--- src/rtl/ttr_pkg.sv ---
// Shared TTR definitions: phase encoding for the ctr bus and default widths
// used by the voter controller and the TTR flip-flop chains.
package ttr_pkg;

    typedef enum logic [1:0] {
        TTR_PH0 = 2'd0,
        TTR_PH1 = 2'd1,
        TTR_PH2 = 2'd2
    } ttr_phase_t;

    localparam int TTR_WIDTH_DEF     = 8;
    localparam int TTR_ERR_CNT_W_DEF = 8;

endpackage

--- src/rtl/ttr_maj3.sv ---
// Bitwise 2-of-3 majority voter with a word-level disagreement flag.
module ttr_maj3 #(
    parameter int WIDTH = 8
) (
    input  logic [WIDTH-1:0] a,
    input  logic [WIDTH-1:0] b,
    input  logic [WIDTH-1:0] c,
    output logic [WIDTH-1:0] maj,
    output logic             disagree
);

    assign maj      = (a & b) | (a & c) | (b & c);
    assign disagree = |((a ^ b) | (a ^ c));

endmodule

--- src/rtl/ttr_vote_ctrl.sv ---
// TTR consumer: drives the phase bus, captures three time-redundant samples and
// emits their majority vote. Macro TTR_UNCORR_DET_EN adds the uncorr output.
module ttr_vote_ctrl
    import ttr_pkg::*;
#(
    parameter int WIDTH     = TTR_WIDTH_DEF,
    parameter int ERR_CNT_W = TTR_ERR_CNT_W_DEF
) (
    input  logic                 clk,
    input  logic                 rst_n,
    input  logic                 en,
    input  logic [WIDTH-1:0]     inD,
    output logic [1:0]           ctr,
    output logic [WIDTH-1:0]     outD,
    output logic                 outValid,
    output logic                 mismatch,
    output logic [ERR_CNT_W-1:0] errCnt,
    input  logic                 errClr
`ifdef TTR_UNCORR_DET_EN
    ,
    output logic                 uncorr
`endif
);

    function automatic logic [ERR_CNT_W-1:0] sat_inc(input logic [ERR_CNT_W-1:0] v);
        return (&v) ? v : v + ERR_CNT_W'(1);
    endfunction

    ttr_phase_t       state, state_nxt;
    logic             cap0, cap1, vote;
    logic [WIDTH-1:0] s0, s1;
    logic [WIDTH-1:0] maj_w;
    logic             disagree_w;

    always_ff @(posedge clk or negedge rst_n) begin
        if (!rst_n) state <= TTR_PH0;
        else        state <= state_nxt;
    end

    // Dropping en anywhere restarts the frame at PH0.
    always_comb begin
        state_nxt = TTR_PH0;
        if (en) begin
            case (state)
                TTR_PH0: state_nxt = TTR_PH1;
                TTR_PH1: state_nxt = TTR_PH2;
                default: state_nxt = TTR_PH0;
            endcase
        end
    end

    always_comb begin
        cap0 = 1'b0;
        cap1 = 1'b0;
        vote = 1'b0;
        case (state)
            TTR_PH0: cap0 = en;
            TTR_PH1: cap1 = en;
            TTR_PH2: vote = en;
            default: ;
        endcase
    end

    assign ctr = state;

    // The third sample is voted straight from inD; it is never stored.
    ttr_maj3 #(.WIDTH(WIDTH)) u_maj3 (
        .a        (s0),
        .b        (s1),
        .c        (inD),
        .maj      (maj_w),
        .disagree (disagree_w)
    );

    always_ff @(posedge clk or negedge rst_n) begin
        if (!rst_n) begin
            s0       <= '0;
            s1       <= '0;
            outD     <= '0;
            outValid <= 1'b0;
            mismatch <= 1'b0;
        end else begin
            if (cap0) s0 <= inD;
            if (cap1) s1 <= inD;
            if (vote) outD <= maj_w;
            outValid <= vote;
            mismatch <= vote & disagree_w;
        end
    end

    // Clear wins over a same-cycle increment.
    always_ff @(posedge clk or negedge rst_n) begin
        if (!rst_n)                  errCnt <= '0;
        else if (errClr)             errCnt <= '0;
        else if (vote && disagree_w) errCnt <= sat_inc(errCnt);
    end

`ifdef TTR_UNCORR_DET_EN
    logic all_differ;
    assign all_differ = (s0 != s1) && (s0 != inD) && (s1 != inD);

    always_ff @(posedge clk or negedge rst_n) begin
        if (!rst_n) uncorr <= 1'b0;
        else        uncorr <= vote & all_differ;
    end
`endif

endmodule

--- config.mk ---
export PLATFORM = sky130hd
export DESIGN_NAME = ttr_vote_ctrl
export DESIGN_NICKNAME = d
export VERILOG_FILES = /design/src/rtl/ttr_pkg.sv /design/src/rtl/ttr_maj3.sv /design/src/rtl/ttr_vote_ctrl.sv
export SDC_FILE = /design/constraint.sdc
export NUM_CORES = 1
export LEC_CHECK = 0
export BUFFER_PORTS_ARGS = -buffer_cell sky130_fd_sc_hd__buf_2
export CORE_MARGIN = 2
export CORE_UTILIZATION = 34
export DETAILED_ROUTE_END_ITERATION = 12
export PLACE_DENSITY = 0.57
export SLEW_MARGIN = 10
export SYNTH_ARGS = -nofsm -noshare
export SYNTH_HDL_FRONTEND = slang
export SYNTH_SLANG_ARGS = --single-unit
--- constraint.sdc ---
create_clock -name clk -period 2.5 [get_ports clk]
set_input_delay 0.25 -clock clk [delete_from_list [all_inputs] [get_ports clk]]
set_output_delay 0.25 -clock clk [all_outputs]
set_load 0.02 [all_outputs]
# ---- After elaboration in Yosys (flattened, before gate mapping)
# Cells that the tools add are included.
dict set report op_classes {
  shifts 0
  n_addsub 1
  n_reduce_logical 6
  magnitude_cmp 0
  mux 8
  bitwise_logic 9
  mul 0
  eq_ne 3
  n_div 0
}
# operator count
set op_table {}
lappend op_table {{8-bit bitwise AND} 3}
lappend op_table {{8-bit two-way mux} 3}
lappend op_table {{8-bit OR} 3}
lappend op_table {{8-bit XOR} 2}
lappend op_table {{8-bit by 1-bit adder with 8-bit output (second input constant)} 1}
lappend op_table {{8-bit AND reduction} 1}
lappend op_table {{8-bit OR reduction} 1}
lappend op_table {{2-bit one-hot mux with 2 select lines} 1}
lappend op_table {{1-bit two-way mux} 3}
lappend op_table {{2-bit by 1-bit == test with 1-bit output (second input constant)} 1}
lappend op_table {{2-bit == test (second input constant)} 1}
lappend op_table {{2-bit logical NOT} 1}
lappend op_table {{2-bit two-way mux} 1}
lappend op_table {{2-bit inequality test (second input constant)} 1}
lappend op_table {{2-bit AND reduction} 1}
lappend op_table {{2-bit nonzero test} 1}
lappend op_table {{1-bit bitwise AND} 1}
lappend op_table {{1-bit logical AND} 1}
dict set report totals {
  mem_count 0
  word_cells 34
  ff_bits 36
  in_bits 12
  latch_bits 0
  ramBits 0
  rom_bits 0
}

# ---- Logic depth before layout (Yosys ltp)
dict set report depth {
  ltp_word 6
  depth_mapped 6
  ltp_nobuf 6
}

# ---- Hierarchy
# A second synthesis with hierarchy kept.
dict set report unflattened {
  cells_unflattened 167
  area_unflattened_um2 1780.5
}
# mod cells_per_inst area_per_inst_um2 seq_area_each_um2 n_inst
set modules_own_cells {}
lappend modules_own_cells {ttr_vote_ctrl 138 1478.9 900.9 1}
lappend modules_own_cells {ttr_maj3 29 301.5 0.0 1}

# ---- Least setup slack after synthesis
# Ideal clock, no wire load.
dict set report synth_timing {
  kind {reg2reg}
  start {reg s0[1]}
  end {reg errCnt[4]}
  path_slack_ns 0.616
  path_stages_with_launch 7
  path_buffers 0
  arrival_ns 1.757
  synth_period_minus_slack_ns 1.884
  path_cell_list {dfrtp_1 ha_1 nor4_1 and4_1 nor3_4 nand4_1 mux2_1}
}
dict set report synth_between {
  elab_chain_cells 6
  word_cells_on_any_way 7
}
# item line_no
set synth_rtl {}
lappend synth_rtl {{from (decl)} ttr_vote_ctrl.sv:31} ;# logic [WIDTH-1:0] s0, s1;
lappend synth_rtl {{from (signal assigned)} ttr_vote_ctrl.sv:83} ;# if (cap0) s0 <= inD;
lappend synth_rtl {{8-bit XOR} ttr_maj3.sv:13} ;# assign disagree = |((a ^ b) | (a ^ c));
lappend synth_rtl {{8-bit OR *} ttr_maj3.sv:13}
lappend synth_rtl {{8-bit OR reduction *} ttr_maj3.sv:13}
lappend synth_rtl {{1-bit logical AND *} ttr_vote_ctrl.sv:95} ;# else if (vote && disagree_w) errCnt <= sat_inc(errCnt);
lappend synth_rtl {{2-bit nonzero test (no source line) *} -}
lappend synth_rtl {{2-bit AND reduction (no source line) *} -}
lappend synth_rtl {{to (signal assigned)} ttr_vote_ctrl.sv:95}
lappend synth_rtl {{to (decl)} ttr_vote_ctrl.sv:17} ;# output logic [ERR_CNT_W-1:0] errCnt,
# Mark *: on every way between the ends. The rest lies on a longest branch, timed or not.
# A chain may end at the register's enable or synchronous reset.

# ---- Final worst setup path
dict set report layout_timing {
  start {reg s0[5]}
  end {reg errCnt[4]}
}
# Same word-level chain as after synthesis.

==> flow_summary.html <==
<table>
<tr><th>Metric</th><th>Value</th></tr>
<tr><th colspan="2">Worst setup path</th></tr>
<tr><td>Worst Path Buf+Inv</td><td>0</td></tr>
<tr><td>Kind of start point of the critical path</td><td>flip-flop</td></tr>
<tr><td>Largest delay share family, worst path</td><td>simple AND/OR/NAND/NOR gates</td></tr>
<tr><td>Critical Path End Type</td><td>flip-flop</td></tr>
<tr><td>Worst stage delay on the critical path</td><td>400 ps</td></tr>
<tr><td>R2R Path End</td><td>errCnt[4]$_DFFE_PN0P_</td></tr>
<tr><td>Reg2Reg Setup Slack</td><td>410 ps</td></tr>
<tr><td>Worst EP arrival</td><td>2260 ps</td></tr>
<tr><td>Critical path class</td><td>flip-flop to flip-flop</td></tr>
<tr><td>Critical path data required time</td><td>2670 ps</td></tr>
<tr><td>Biggest fanout along the worst timing path</td><td>7</td></tr>
<tr><td>Ordered cell list for the critical path</td><td>ha_1 -&gt; nor4_1 -&gt; and4_1 -&gt; nor3_4 -&gt; nand4_1 -&gt; mux2_1</td></tr>
<tr><td>Library cell contributing the largest single delay on the critical path</td><td>dfrtp_1</td></tr>
<tr><td>Startpoint of the most critical register-to-register path</td><td>s0[5]$_DFFE_PN0P_</td></tr>
<tr><td>Length in cells of the worst reg-to-reg path</td><td>6</td></tr>
<tr><th colspan="2">Flow run</th></tr>
<tr><td># Max-Cap Violations</td><td>0</td></tr>
<tr><th colspan="2">Status</th></tr>
<tr><td>Status</td><td>completed</td></tr>
<tr><th colspan="2">Yosys</th></tr>
<tr><td>Post-synth top area cell</td><td>dfrtp_1</td></tr>
<tr><td>Most numerous cell in the Yosys netlist</td><td>dfrtp_1</td></tr>
<tr><td>Area fraction in and, or, nand and nor cells after synthesis</td><td>0.1827</td></tr>
<tr><td>Share of the yosys chip area belonging to registers</td><td>0.5158</td></tr>
<tr><td>Count of warnings emitted by yosys</td><td>0</td></tr>
<tr><td>Largest family of logic cells by synthesized area</td><td>simple AND/OR/NAND/NOR gates</td></tr>
<tr><td>Fraction of synthesized area in multiplexers</td><td>0.07020</td></tr>
<tr><td>Async SR Flop Fraction</td><td>1.000</td></tr>
<tr><td>Leading post-synthesis cells by cell area</td><td>dfrtp_1 (52%), ha_1 (12%), nand2_1 (7.5%), mux2_2 (5.2%), a211oi_1 (3.4%)</td></tr>
<tr><td>Mean instance size in the synthesized netlist</td><td>10.92 um^2</td></tr>
<tr><td>Adder-Cell Fraction of Synth Area</td><td>0.1218</td></tr>
<tr><td>Post-synth top cells</td><td>dfrtp_1 (36), nand2_1 (35), ha_1 (17)</td></tr>
<tr><td>Gate count after technology mapping</td><td>160</td></tr>
<tr><td>Area fraction in compound gates after synthesis</td><td>0.08381</td></tr>
<tr><td>Synth Area in XOR/XNOR</td><td>0.01003</td></tr>
<tr><td>Synth Flop Type</td><td>dfrtp_1</td></tr>
<tr><td>Total of flip-flops plus latches after synthesis</td><td>36</td></tr>
<tr><td>Cell area after technology mapping</td><td>0.001747 mm^2</td></tr>
<tr><td>Synthesized net count</td><td>189</td></tr>
<tr><td>Number of distinct library cells after synthesis</td><td>31</td></tr>
<tr><td>Post-synth top area share</td><td>0.5158</td></tr>
<tr><td>Number of enable-type register cells in the synthesized netlist</td><td>0</td></tr>
<tr><th colspan="2">Final layout</th></tr>
<tr><td>Cell area after layout</td><td>0.002078 mm^2</td></tr>
<tr><td>Count of antenna diodes in the layout</td><td>0</td></tr>
<tr><td>Area growth from synthesis to layout</td><td>18.98%</td></tr>
<tr><td>Ratio of cells with drive above 1 in the final layout</td><td>0.2538</td></tr>
<tr><td>Net count reported at finish</td><td>225</td></tr>
<tr><th colspan="2">Placed design</th></tr>
<tr><td>Placement-stage cell area</td><td>0.001988 mm^2</td></tr>
<tr><td>Final weighted congestion in routability-driven placement</td><td>0.7536</td></tr>
<tr><td>Post-detailed-placement half-perimeter wirelength</td><td>2.507 mm</td></tr>
<tr><td>Port bufs</td><td>31</td></tr>
<tr><th colspan="2">Timing</th></tr>
<tr><td>Final setup fails</td><td>0</td></tr>
<tr><td>Post-route clock period utilization</td><td>0.8364</td></tr>
<tr><td>Pin slew with the least headroom to its limit</td><td>817.2 ps</td></tr>
<tr><td>Final number of max-transition violations</td><td>0</td></tr>
<tr><td>Slew HR</td><td>0.4552</td></tr>
<tr><td>Min Tclk post-route</td><td>2091 ps</td></tr>
<tr><td>Achievable frequency</td><td>478.2 MHz</td></tr>
<tr><td>Final hold violation count</td><td>0</td></tr>
<tr><td>Unrepaired setup endpoints after global routing</td><td>no</td></tr>
<tr><td>Clock tree skew after final layout</td><td>5.604 ps</td></tr>
<tr><td>Final total negative setup slack</td><td>0 ps</td></tr>
<tr><th colspan="2">Clock network</th></tr>
<tr><td>Number of buffers on the longest clock path</td><td>2</td></tr>
<tr><td>Setup fix buffers added after clock tree synthesis</td><td>0</td></tr>
<tr><td>Clock latency of the later-clocked register in the worst-skew pair</td><td>290 ps</td></tr>
<tr><td>Clock transition time at the flip-flop clock pins of the worst setup and hold paths</td><td>70 ps</td></tr>
<tr><td>Total number of clock tree sinks</td><td>36</td></tr>
<tr><td>Clock tree from TritonCTS</td><td>built</td></tr>
<tr><td>Hold buffers post-CTS</td><td>0</td></tr>
<tr><td>PostCTS Resize Cnt</td><td>0</td></tr>
<tr><td>Htree depth</td><td>2</td></tr>
<tr><td>Total CTS buffers</td><td>5</td></tr>
<tr><td>Cell chosen for the clock root</td><td>clkbuf_8</td></tr>
<tr><th colspan="2">GRT</th></tr>
<tr><td>Tot GR Track Use</td><td>0.1428</td></tr>
<tr><td>Largest net degree at the start of global routing</td><td>37</td></tr>
<tr><td>Total overflow reported by the global router</td><td>0</td></tr>
<tr><td>Antenna violations before repair</td><td>0</td></tr>
<tr><td>Via count of the first global-routing pass</td><td>1273</td></tr>
<tr><td>Global-route wire length before repair</td><td>5.989 mm</td></tr>
<tr><th colspan="2">Min path</th></tr>
<tr><td>Class of the most critical hold timing path</td><td>primary input to async pin</td></tr>
<tr><th colspan="2">Pwr</th></tr>
<tr><td>Cell leakage power</td><td>0.001031 uW</td></tr>
<tr><td>Pwr/cell area</td><td>755.2 mW/mm^2</td></tr>
<tr><td>Peak VDD IR</td><td>0.3391 mV</td></tr>
<tr><th colspan="2">Floorplanning</th></tr>
<tr><td>Die boundary height</td><td>75.68 um</td></tr>
<tr><td>Initial standard-cell utilization of the core</td><td>0.3464</td></tr>
<tr><td>Width of the chip</td><td>75.68 um</td></tr>
<tr><td>Core Region</td><td>0.005042 mm^2</td></tr>
<tr><td>Top Ports</td><td>32</td></tr>
<tr><td>Number of core rows</td><td>26</td></tr>
<tr><td>Die ar.</td><td>0.005727 mm^2</td></tr>
<tr><th colspan="2">Drt</th></tr>
<tr><td>Detailed-route wire length per cell</td><td>13.35 um</td></tr>
<tr><td>Antenna Nets Post-Route</td><td>0</td></tr>
<tr><td>Via density</td><td>4.816</td></tr>
<tr><td>Total length of routed wires</td><td>3.565 mm</td></tr>
<tr><td>Final routed DRC violation total</td><td>0</td></tr>
<tr><td>Vias</td><td>1286</td></tr>
<tr><td>Length of the first detailed-routing pass in iterations</td><td>4</td></tr>
<tr><td>Iteration-0 DRC Markers</td><td>39</td></tr>
</table>
metrics by stage:
| stage | power (uW) | worst slack [ps] | std cells | hold WS, ps | utilization |
|---|---|---|---|---|---|
| floorplan | 1014 | 615.6 | 160 | -45.59 | - |
| global placement | 1149 | 410.0 | 259 | 398.8 | 0.3943 |
| detailed placement | 1158 | 394.4 | 259 | 400.9 | 0.3943 |
| CTS | 1593 | 389.2 | 267 | 82.91 | 0.4122 |
| global route | 1680 | 293.0 | 267 | 110.2 | 0.4122 |
| finish | 1570 | 409.0 | 267 | 53.95 | 0.4122 |
routing by layer:
layer	share of wire	track usage
met3	0.046	0.04762
met4	0.0031	0.04094
met5	0	0
met2	0.47	0.2290
met1	0.48	0.1851
power by group:
part	total [uW]	internal (uW)	switching [uW]
Sequential	763	693	70.8
Combinational	376	156	220
Clock	430	225	205
Total	1570	1070	496
flip-flops by register name, indices dropped and copies added, names as in the netlist:
name,flops
outValid,1
ctr,2
s1,8
outD,8
mismatch,1
errCnt,8
s0,8
worst max-delay path by stage:
stage / slack [ps] / cells past startpoint / startpoint / to
6_report: 410 / 6 / s0[5]$_DFFE_PN0P_ / errCnt[4]$_DFFE_PN0P_
5_1_grt: 290 / 6 / s0[5]$_DFFE_PN0P_ / errCnt[4]$_DFFE_PN0P_
4_1_cts: 390 / 6 / s0[5]$_DFFE_PN0P_ / errCnt[4]$_DFFE_PN0P_
3_5_place_dp: 390 / 6 / s0[5]$_DFFE_PN0P_ / errCnt[4]$_DFFE_PN0P_
3_3_place_gp: 410 / 6 / s0[1]$_DFFE_PN0P_ / errCnt[4]$_DFFE_PN0P_
2_1_floorplan: 620 / 6 / s0[1]$_DFFE_PN0P_ / errCnt[4]$_DFFE_PN0P_
layout by cell type (no fill, tap or decap), drive strengths merged, types with 3 or more instances in the layout:
master,instances
dfrtp,36
nand2,35
buf,33
ha,17
mux2,10
a211oi,8
o21ai,8
nor2,8
clkbuf,8
nor4,5
a21oi,4
nor2b,3
worst reg2reg max path, delay by kind of cell, from the launching register on:
| kind | cells | cell delay [ps] |
|---|---|---|
| adder cells (fa/ha/maj) | 1 | 300 |
| flip-flops | 1 | 400 |
| multiplexers | 1 | 320 |
| AND/OR/NAND/NOR | 4 | 960 |
cells by family (layout without fill, tap and decap cells):
kind of cell,count (synthesis),count (layout)
AND/OR/NAND/NOR,64,64
flip-flops,36,36
AO/OA/AOI/OAI,23,23
adder cells (fa/ha/maj),17,17
multiplexers,11,11
buffers and inverters,7,44
XOR/XNOR,2,2
cell type report:
class	instances	area [um^2]
well taps	70	87.58
repair buffers	33	170.2
flip-flops and latches	36	900.9
multi-input cells	117	818.3
clock buffers	8	90.09
fillers	505	2964
inverters	3	11.26
Note: power is estimated with default switching activity, not from simulation.
